$ cat src/rtl/stack_pkg.sv
// Shared definitions for the operand stack: stackOP codes and the upstream push-source codes.
package stack_pkg;

  localparam logic [2:0] SOP_HOLD = 3'd0;
  localparam logic [2:0] SOP_PUSH = 3'd1;
  localparam logic [2:0] SOP_BIN  = 3'd2;
  localparam logic [2:0] SOP_POP  = 3'd3;
  localparam logic [2:0] SOP_POP2 = 3'd4;
  localparam logic [2:0] SOP_SWAP = 3'd5;

  // Source select used by stackControl to build din; not decoded inside the stack.
  typedef enum logic [2:0] {
    SRC_IMM   = 3'd0,
    SRC_LUI   = 3'd1,
    SRC_MEM   = 3'd2,
    SRC_ALU   = 3'd3,
    SRC_INPUT = 3'd4
  } stack_src_t;

  // Codes 6 and 7 are reserved and behave as hold.
  function automatic logic sop_is_defined(input logic [2:0] op);
    return op <= SOP_SWAP;
  endfunction

endpackage

$ cat src/rtl/stack_ram.sv
// Spill storage for entries below top/next: one synchronous write port, two asynchronous read ports.
module stack_ram #(
  parameter int WIDTH = 16,
  parameter int NW    = 14,
  parameter int AW    = (NW > 1) ? $clog2(NW) : 1
) (
  input  logic             CLK,
  input  logic             i_we,
  input  logic [AW-1:0]    i_waddr,
  input  logic [WIDTH-1:0] i_wdata,
  input  logic [AW-1:0]    i_raddr_a,
  input  logic [AW-1:0]    i_raddr_b,
  output logic [WIDTH-1:0] o_rdata_a,
  output logic [WIDTH-1:0] o_rdata_b
);

  logic [WIDTH-1:0] r_mem [NW];

  // Out-of-range addresses only arise when guards are disabled; keep them harmless.
  always_ff @(posedge CLK) begin
    if (i_we && (int'(i_waddr) < NW)) begin
      r_mem[i_waddr] <= i_wdata;
    end
  end

  assign o_rdata_a = (int'(i_raddr_a) < NW) ? r_mem[i_raddr_a] : '0;
  assign o_rdata_b = (int'(i_raddr_b) < NW) ? r_mem[i_raddr_b] : '0;

endmodule

$ cat src/rtl/data_stack_unit.sv
// Operand stack: registered top/next plus a spill RAM, one stackOP per clock.
// Build option DSTACK_CHECK_EN enables occupancy guards and sticky overflow/underflow flags.
module data_stack_unit
  import stack_pkg::*;
#(
  parameter int WIDTH = 16,
  parameter int DEPTH = 16,
  parameter int CW    = $clog2(DEPTH + 1)
) (
  input  logic             CLK,
  input  logic             reset,
  input  logic [2:0]       stackOP,
  input  logic [WIDTH-1:0] din,
  output logic [WIDTH-1:0] top,
  output logic [WIDTH-1:0] next,
  output logic [CW-1:0]    count,
  output logic             empty,
  output logic             full,
  output logic             overflow,
  output logic             underflow
);

  localparam int NW = DEPTH - 2;
  localparam int AW = (NW > 1) ? $clog2(NW) : 1;

  logic [WIDTH-1:0] r_top, r_next;
  logic [CW-1:0]    r_count;

  logic [WIDTH-1:0] w_top_next, w_next_next;
  logic [CW-1:0]    w_count_next;
  logic [CW-1:0]    w_b, w_bm1, w_bm2;
  logic [WIDTH-1:0] w_rd_a, w_rd_b, w_mem1, w_mem2;
  logic             w_we;
  logic [2:0]       w_op;
  logic             w_ok_push, w_ok_two, w_ok_one;

  assign w_op  = sop_is_defined(stackOP) ? stackOP : SOP_HOLD;
  assign w_b   = r_count - CW'(2);
  assign w_bm1 = w_b - CW'(1);
  assign w_bm2 = w_b - CW'(2);

  stack_ram #(
    .WIDTH (WIDTH),
    .NW    (NW),
    .AW    (AW)
  ) u_ram (
    .CLK       (CLK),
    .i_we      (w_we),
    .i_waddr   (w_b[AW-1:0]),
    .i_wdata   (r_next),
    .i_raddr_a (w_bm1[AW-1:0]),
    .i_raddr_b (w_bm2[AW-1:0]),
    .o_rdata_a (w_rd_a),
    .o_rdata_b (w_rd_b)
  );

  // Empty RAM slots must read as zero so vacated top/next come back clean.
  assign w_mem1 = (r_count >= CW'(3)) ? w_rd_a : '0;
  assign w_mem2 = (r_count >= CW'(4)) ? w_rd_b : '0;

`ifdef DSTACK_CHECK_EN
  assign w_ok_push = r_count <  CW'(DEPTH);
  assign w_ok_two  = r_count >= CW'(2);
  assign w_ok_one  = r_count >= CW'(1);
`else
  assign w_ok_push = 1'b1;
  assign w_ok_two  = 1'b1;
  assign w_ok_one  = 1'b1;
`endif

  always_comb begin
    w_top_next   = r_top;
    w_next_next  = r_next;
    w_count_next = r_count;
    w_we         = 1'b0;
    case (w_op)
      SOP_PUSH: if (w_ok_push) begin
        w_we         = (r_count >= CW'(2));
        w_next_next  = r_top;
        w_top_next   = din;
        w_count_next = r_count + CW'(1);
      end
      SOP_BIN: if (w_ok_two) begin
        w_top_next   = din;
        w_next_next  = w_mem1;
        w_count_next = r_count - CW'(1);
      end
      SOP_POP: if (w_ok_one) begin
        w_top_next   = r_next;
        w_next_next  = w_mem1;
        w_count_next = r_count - CW'(1);
      end
      SOP_POP2: if (w_ok_two) begin
        w_top_next   = w_mem1;
        w_next_next  = w_mem2;
        w_count_next = r_count - CW'(2);
      end
      SOP_SWAP: if (w_ok_two) begin
        w_top_next  = r_next;
        w_next_next = r_top;
      end
      default: ;
    endcase
  end

  always_ff @(posedge CLK or negedge reset) begin
    if (!reset) begin
      r_top   <= '0;
      r_next  <= '0;
      r_count <= '0;
    end else begin
      r_top   <= w_top_next;
      r_next  <= w_next_next;
      r_count <= w_count_next;
    end
  end

`ifdef DSTACK_CHECK_EN
  logic r_overflow, r_underflow;

  always_ff @(posedge CLK or negedge reset) begin
    if (!reset) begin
      r_overflow  <= 1'b0;
      r_underflow <= 1'b0;
    end else begin
      if (w_op == SOP_PUSH && !w_ok_push) r_overflow <= 1'b1;
      if (((w_op == SOP_BIN || w_op == SOP_POP2 || w_op == SOP_SWAP) && !w_ok_two) ||
          (w_op == SOP_POP && !w_ok_one)) begin
        r_underflow <= 1'b1;
      end
    end
  end

  assign overflow  = r_overflow;
  assign underflow = r_underflow;
`else
  assign overflow  = 1'b0;
  assign underflow = 1'b0;
`endif

  assign top   = r_top;
  assign next  = r_next;
  assign count = r_count;
  assign empty = (r_count == '0);
  assign full  = (r_count == CW'(DEPTH));

endmodule
$ cat config.mk
export PLATFORM = sky130hd
export DESIGN_NAME = data_stack_unit
export DESIGN_NICKNAME = d
export VERILOG_FILES = /design/src/rtl/stack_pkg.sv /design/src/rtl/stack_ram.sv /design/src/rtl/data_stack_unit.sv
export SDC_FILE = /design/constraint.sdc
export NUM_CORES = 1
export LEC_CHECK = 0
export CORE_MARGIN = 4
export CORE_UTILIZATION = 40
export CTS_CLUSTER_DIAMETER = 40
export DETAILED_ROUTE_END_ITERATION = 8
export DONT_BUFFER_PORTS = 1
export GPL_TIMING_DRIVEN = 0
export HOLD_SLACK_MARGIN = 0.06
export PLACE_DENSITY = 0.66
export SKIP_LAST_GASP = 1
export SYNTH_ARGS = -nofsm -noshare
export SYNTH_HDL_FRONTEND = slang
export SYNTH_SLANG_ARGS = --single-unit
$ cat constraint.sdc
create_clock -name CLK -period 5.3 [get_ports CLK]
set_clock_uncertainty 0.05 [all_clocks]
set_input_delay 0 -clock CLK [delete_from_list [all_inputs] [get_ports CLK]]
set_output_delay 0 -clock CLK [all_outputs]
set_load 0.05 [all_outputs]
==> results.txt <==
- Outcome: finished, final reports clean
- Met1 capacity usage during global routing: 33.1%
* Share of the synthesized area in the top cell type: 49.3%
- Across every metal layer, demand over resource in global routing totals 24.6%.
- Maximum fanout encountered on the critical timing path: 14
- Top cell type by total area after synthesis: sky130_fd_sc_hd__edfxtp_1
* Total power: 12.1 mW
- I/O pins: 62
- Height of the chip: 193 um
- Number of core rows: 67
- Yosys mapped the design onto 47 distinct sky130hd cell types.
- Hold WC Path Type: in -> reg
* Pin count of the biggest net entering global routing: 38
- After the last flow step, the layout net total stands at 1068.
- The kind of cell with the highest combined delay along the critical path is buffers and inverters.
* Leading cell type by number of instances after synthesis: sky130_fd_sc_hd__edfxtp_1
- Summed over all nets, the switching power comes to 5.48 mW.
- Class of the most critical setup path: reg -> reg
- The core region is 33600 sq um.
- From synthesis to final layout, the design area changed by 18.2%.
- Clock root buffer: sky130_fd_sc_hd__clkbuf_16
- Internal power: 6.63 mW
* Top cell types by occurrence after synthesis: 224 x sky130_fd_sc_hd__edfxtp_1, 109 x sky130_fd_sc_hd__mux2i_1, 95 x sky130_fd_sc_hd__mux4_2
* DRC violation total after the first TritonRoute iteration: 1411
* Setup repair after global routing missed its margin: true
* Leakage Power: 5.56 nW
- Clock tree from TritonCTS: done
* Cell area after technology mapping: 13600 sq um
* Number of instances in the synthesized netlist: 953
* Switching fraction of total power: 45.2%
- Wire length of the first global-routing pass: 65.7 mm
- GRT overflow: 0
- By area the synthesized netlist is led by sky130_fd_sc_hd__edfxtp_1 49%, sky130_fd_sc_hd__mux4_2 16%, sky130_fd_sc_hd__mux2i_1 8.0%.
* First element of the critical path: count[1]
- Die outline width: 193 um
- Hold timing on the final database bottoms out at a slack of 102 ps.
- Among all stages on the critical path, the largest delay is contributed by sky130_fd_sc_hd__clkbuf_1.
* Number of failing hold endpoints at the final stage: 0
- In this run the number of H-tree levels came out at 2.
- Clock latency on the worst-skew pair: 530 ps
- Overall via count from detail_route: 9687
* TritonCTS Buffers: 38
- Of the synthesized area, sequential elements account for 56.1%.
* Critical path, cell by cell: inv_1 -> clkbuf_1 -> ha_1 -> buf_2 -> buf_2 -> buf_2 -> o31ai_1 -> nor4_1 -> nand2_1 -> nor2_2 -> buf_8
* Residual DRC: 0
- Total die area: 37100 sq um
- Highest achievable clock rate: 193 MHz
- Yosys printed 0 warnings.
* Most used flip-flop cell after synthesis: sky130_fd_sc_hd__edfxtp_1
- Measured against its own limit, the worst slew margin works out to 3.44%.
- Type of origin of the critical path: register
* Routability congestion estimate from global placement: 0.965
- Maximum vdd drop: 0.000419 V
- For the pin with the worst max-slew slack, the measured transition is 1440 ps.
- Worst path required time: 5470 ps
- Pins over their slew limit: 0
* Reg-to-reg critical path startpoint: count[1]
- Time the worst path needs with I/O delays and setup: 5180 ps
- Number of buffers and inverters on the critical path: 6
- Total of buffers placed on input and output ports: 0
- Global Route met2 Usage: 37.6%
- Areal power density over the cells: 752 nW/um^2
* Starting utilization of the core area: 40.6%
- Detail Placement HPWL: 31.0 mm
- Number of antenna violations at the first check in global routing: 1
* Clk network pwr share: 21.5%
- Detail-routed net length per standard cell: 30.1 um
* Proportion of layout cells with a drive suffix above 1: 22.0%
- Max-cap violations in this run came to 0.
- Vias in the first global route: 9803
- Flop and latch count out of synthesis: 261
* CTS clock-pin slew for the worst setup and hold paths: 60 ps
- In the global route stage, met3 resource usage came out at 6.40%.
* Crit-path max cell delay: 720 ps
* Hold path startpoint: stackOP[0]
- In this run, the combinational gates consume 49.0% of the power.
* Worst EP arrival: 5350 ps
* Max Buffers Root-to-Sink: 3
- Crit path capture type: register
- Proportion of power drawn by flip-flops and latches: 29.5%
- Setup-violating endpoint count in the final report: 0
- After detailed routing, the number of vias per cell comes to 6.41.
- Averaged over all synthesized cells, the footprint is 14.3 sq um.
- In this design, the critical path's most frequently occurring cell is sky130_fd_sc_hd__buf_2.
- Detailed Routing Iterations Pass 1: 5
- The detail route stage leaves a number of antenna-violating nets equal to 0.
* EDFF count, synth: 224
- Clock tree sinks: 261
- Share of async-settable or async-resettable flops after synthesis: 14.2%
- After layout, the worst path uses 97.7% of the clock period.
* Detailed Route WL: 45.5 mm
- met2 is the most crowded layer.
-- worst min-delay path, cell delays in order --
cell,delay [ps]
sky130_fd_sc_hd__nand2b_1,40
sky130_fd_sc_hd__clkbuf_1,180
sky130_fd_sc_hd__nor2_1,120
sky130_fd_sc_hd__a21oi_1,50
sky130_fd_sc_hd__o22ai_1,160
sky130_fd_sc_hd__a21oi_1,90
-- state kept, by name, summed over array words and instances (netlist names) --
name and count:
u_ram.r_mem 224, count 5, next 16, top 16
-- stage by stage --
step	util, %	cells	cell area (sq um)	setup TNS [ps]	worst slack [ps]
after floorplan	-	954	13600	0	871
after global routing	47.9	1511	16100	-413	-44.7
after global placement	42.2	1402	14200	-250430	-2310
after CTS	47.8	1509	16100	0	56.4
after detailed placement	43.1	1417	14500	-18760	-502
final	47.9	1511	16100	0	123
-- layout by cell type (no fill, tap or decap), types with 18 or more instances in the layout --
cell type                       synthesis  final
sky130_fd_sc_hd__nor2_1                80     68
sky130_fd_sc_hd__mux4_2                95     95
sky130_fd_sc_hd__clkbuf_16              0     39
sky130_fd_sc_hd__a211oi_1              35     35
sky130_fd_sc_hd__nand3_1               18     18
sky130_fd_sc_hd__buf_2                 28     29
sky130_fd_sc_hd__o22ai_1               32     32
sky130_fd_sc_hd__nand2b_1              22     22
sky130_fd_sc_hd__mux2i_1              109    109
sky130_fd_sc_hd__nand2_1               46     46
sky130_fd_sc_hd__a21oi_1               65     65
sky130_fd_sc_hd__dlygate4sd3_1          0     22
sky130_fd_sc_hd__edfxtp_1             224    224
sky130_fd_sc_hd__and2_1                32     32
sky130_fd_sc_hd__dfrtp_1               37     35
sky130_fd_sc_hd__clkbuf_1              36     38
-- logic make-up (layout without fill, tap and decap cells) --
logic type                 count (synthesis)  after routing  synth area share (%)
DFF                                      261            261                  56.1
other                                      1              3                0.0275
adders and majority gates                 13             13                  1.25
buffers and inverters                     82            190                  2.71
muxes                                    205            205                  23.8
xor gates and xnor gates                  12             12                  1.02
and+or+nand+nor                          213            213                  7.24
AOI/OAI and AO/OA                        166            166                  7.86
-- cell type report --
type / instances / area (sq um)
inverter: 6 / 26.3
sequential: 261 / 7650
clock inverter: 25 / 309
multi-input combinational: 611 / 5680
clock buffer: 43 / 1000
fill: 2857 / 17500
tap: 448 / 561
timing repair buffer: 40 / 515
antenna: 1 / 2.50
buffer: 76 / 357
-- what timing repair did --
item / CTS / global route
pin swaps: 0 / 1
gates resized for setup: 6 / 5
setup endpoints to repair: 146 / 35
hold endpoints to repair: 55 / 0
setup buffers: 0 / 1
hold buffers: 24 / 0
-- routing by layer --
| metal | share of wire (%) | up-vias |
|---|---|---|
| li1 | - | 3939 |
| met1 | 38 | 4841 |
| met2 | 45 | 731 |
| met3 | 12 | 176 |
| met4 | 5.5 | 0 |
| met5 | 0 | - |
-- power groups by stage --
stage	clock (mW)	sequential, mW	combinational [mW]
6_report	2.60	3.58	5.93
3_5_place_dp	0	3.61	5.71
2_1_floorplan	0	3.37	3.99
5_1_grt	2.73	3.62	6.18
4_1_cts	2.62	3.57	5.78
3_3_place_gp	0	3.60	5.60
-- final timing paths --
check | to | slack (ps) | cells after the start
worst max register to register | u_ram.r_mem[1][2] | 120 | 11
min in group asynchronous | next[7] | 610 | 4
worst max-delay path | u_ram.r_mem[1][2] | 120 | 11
max in group asynchronous | next[15] | 4360 | 4
worst min register to register | top[13] | 790 | 2
worst min-delay path | top[4] | 100 | 6
(Power assumes the default switching activity.)
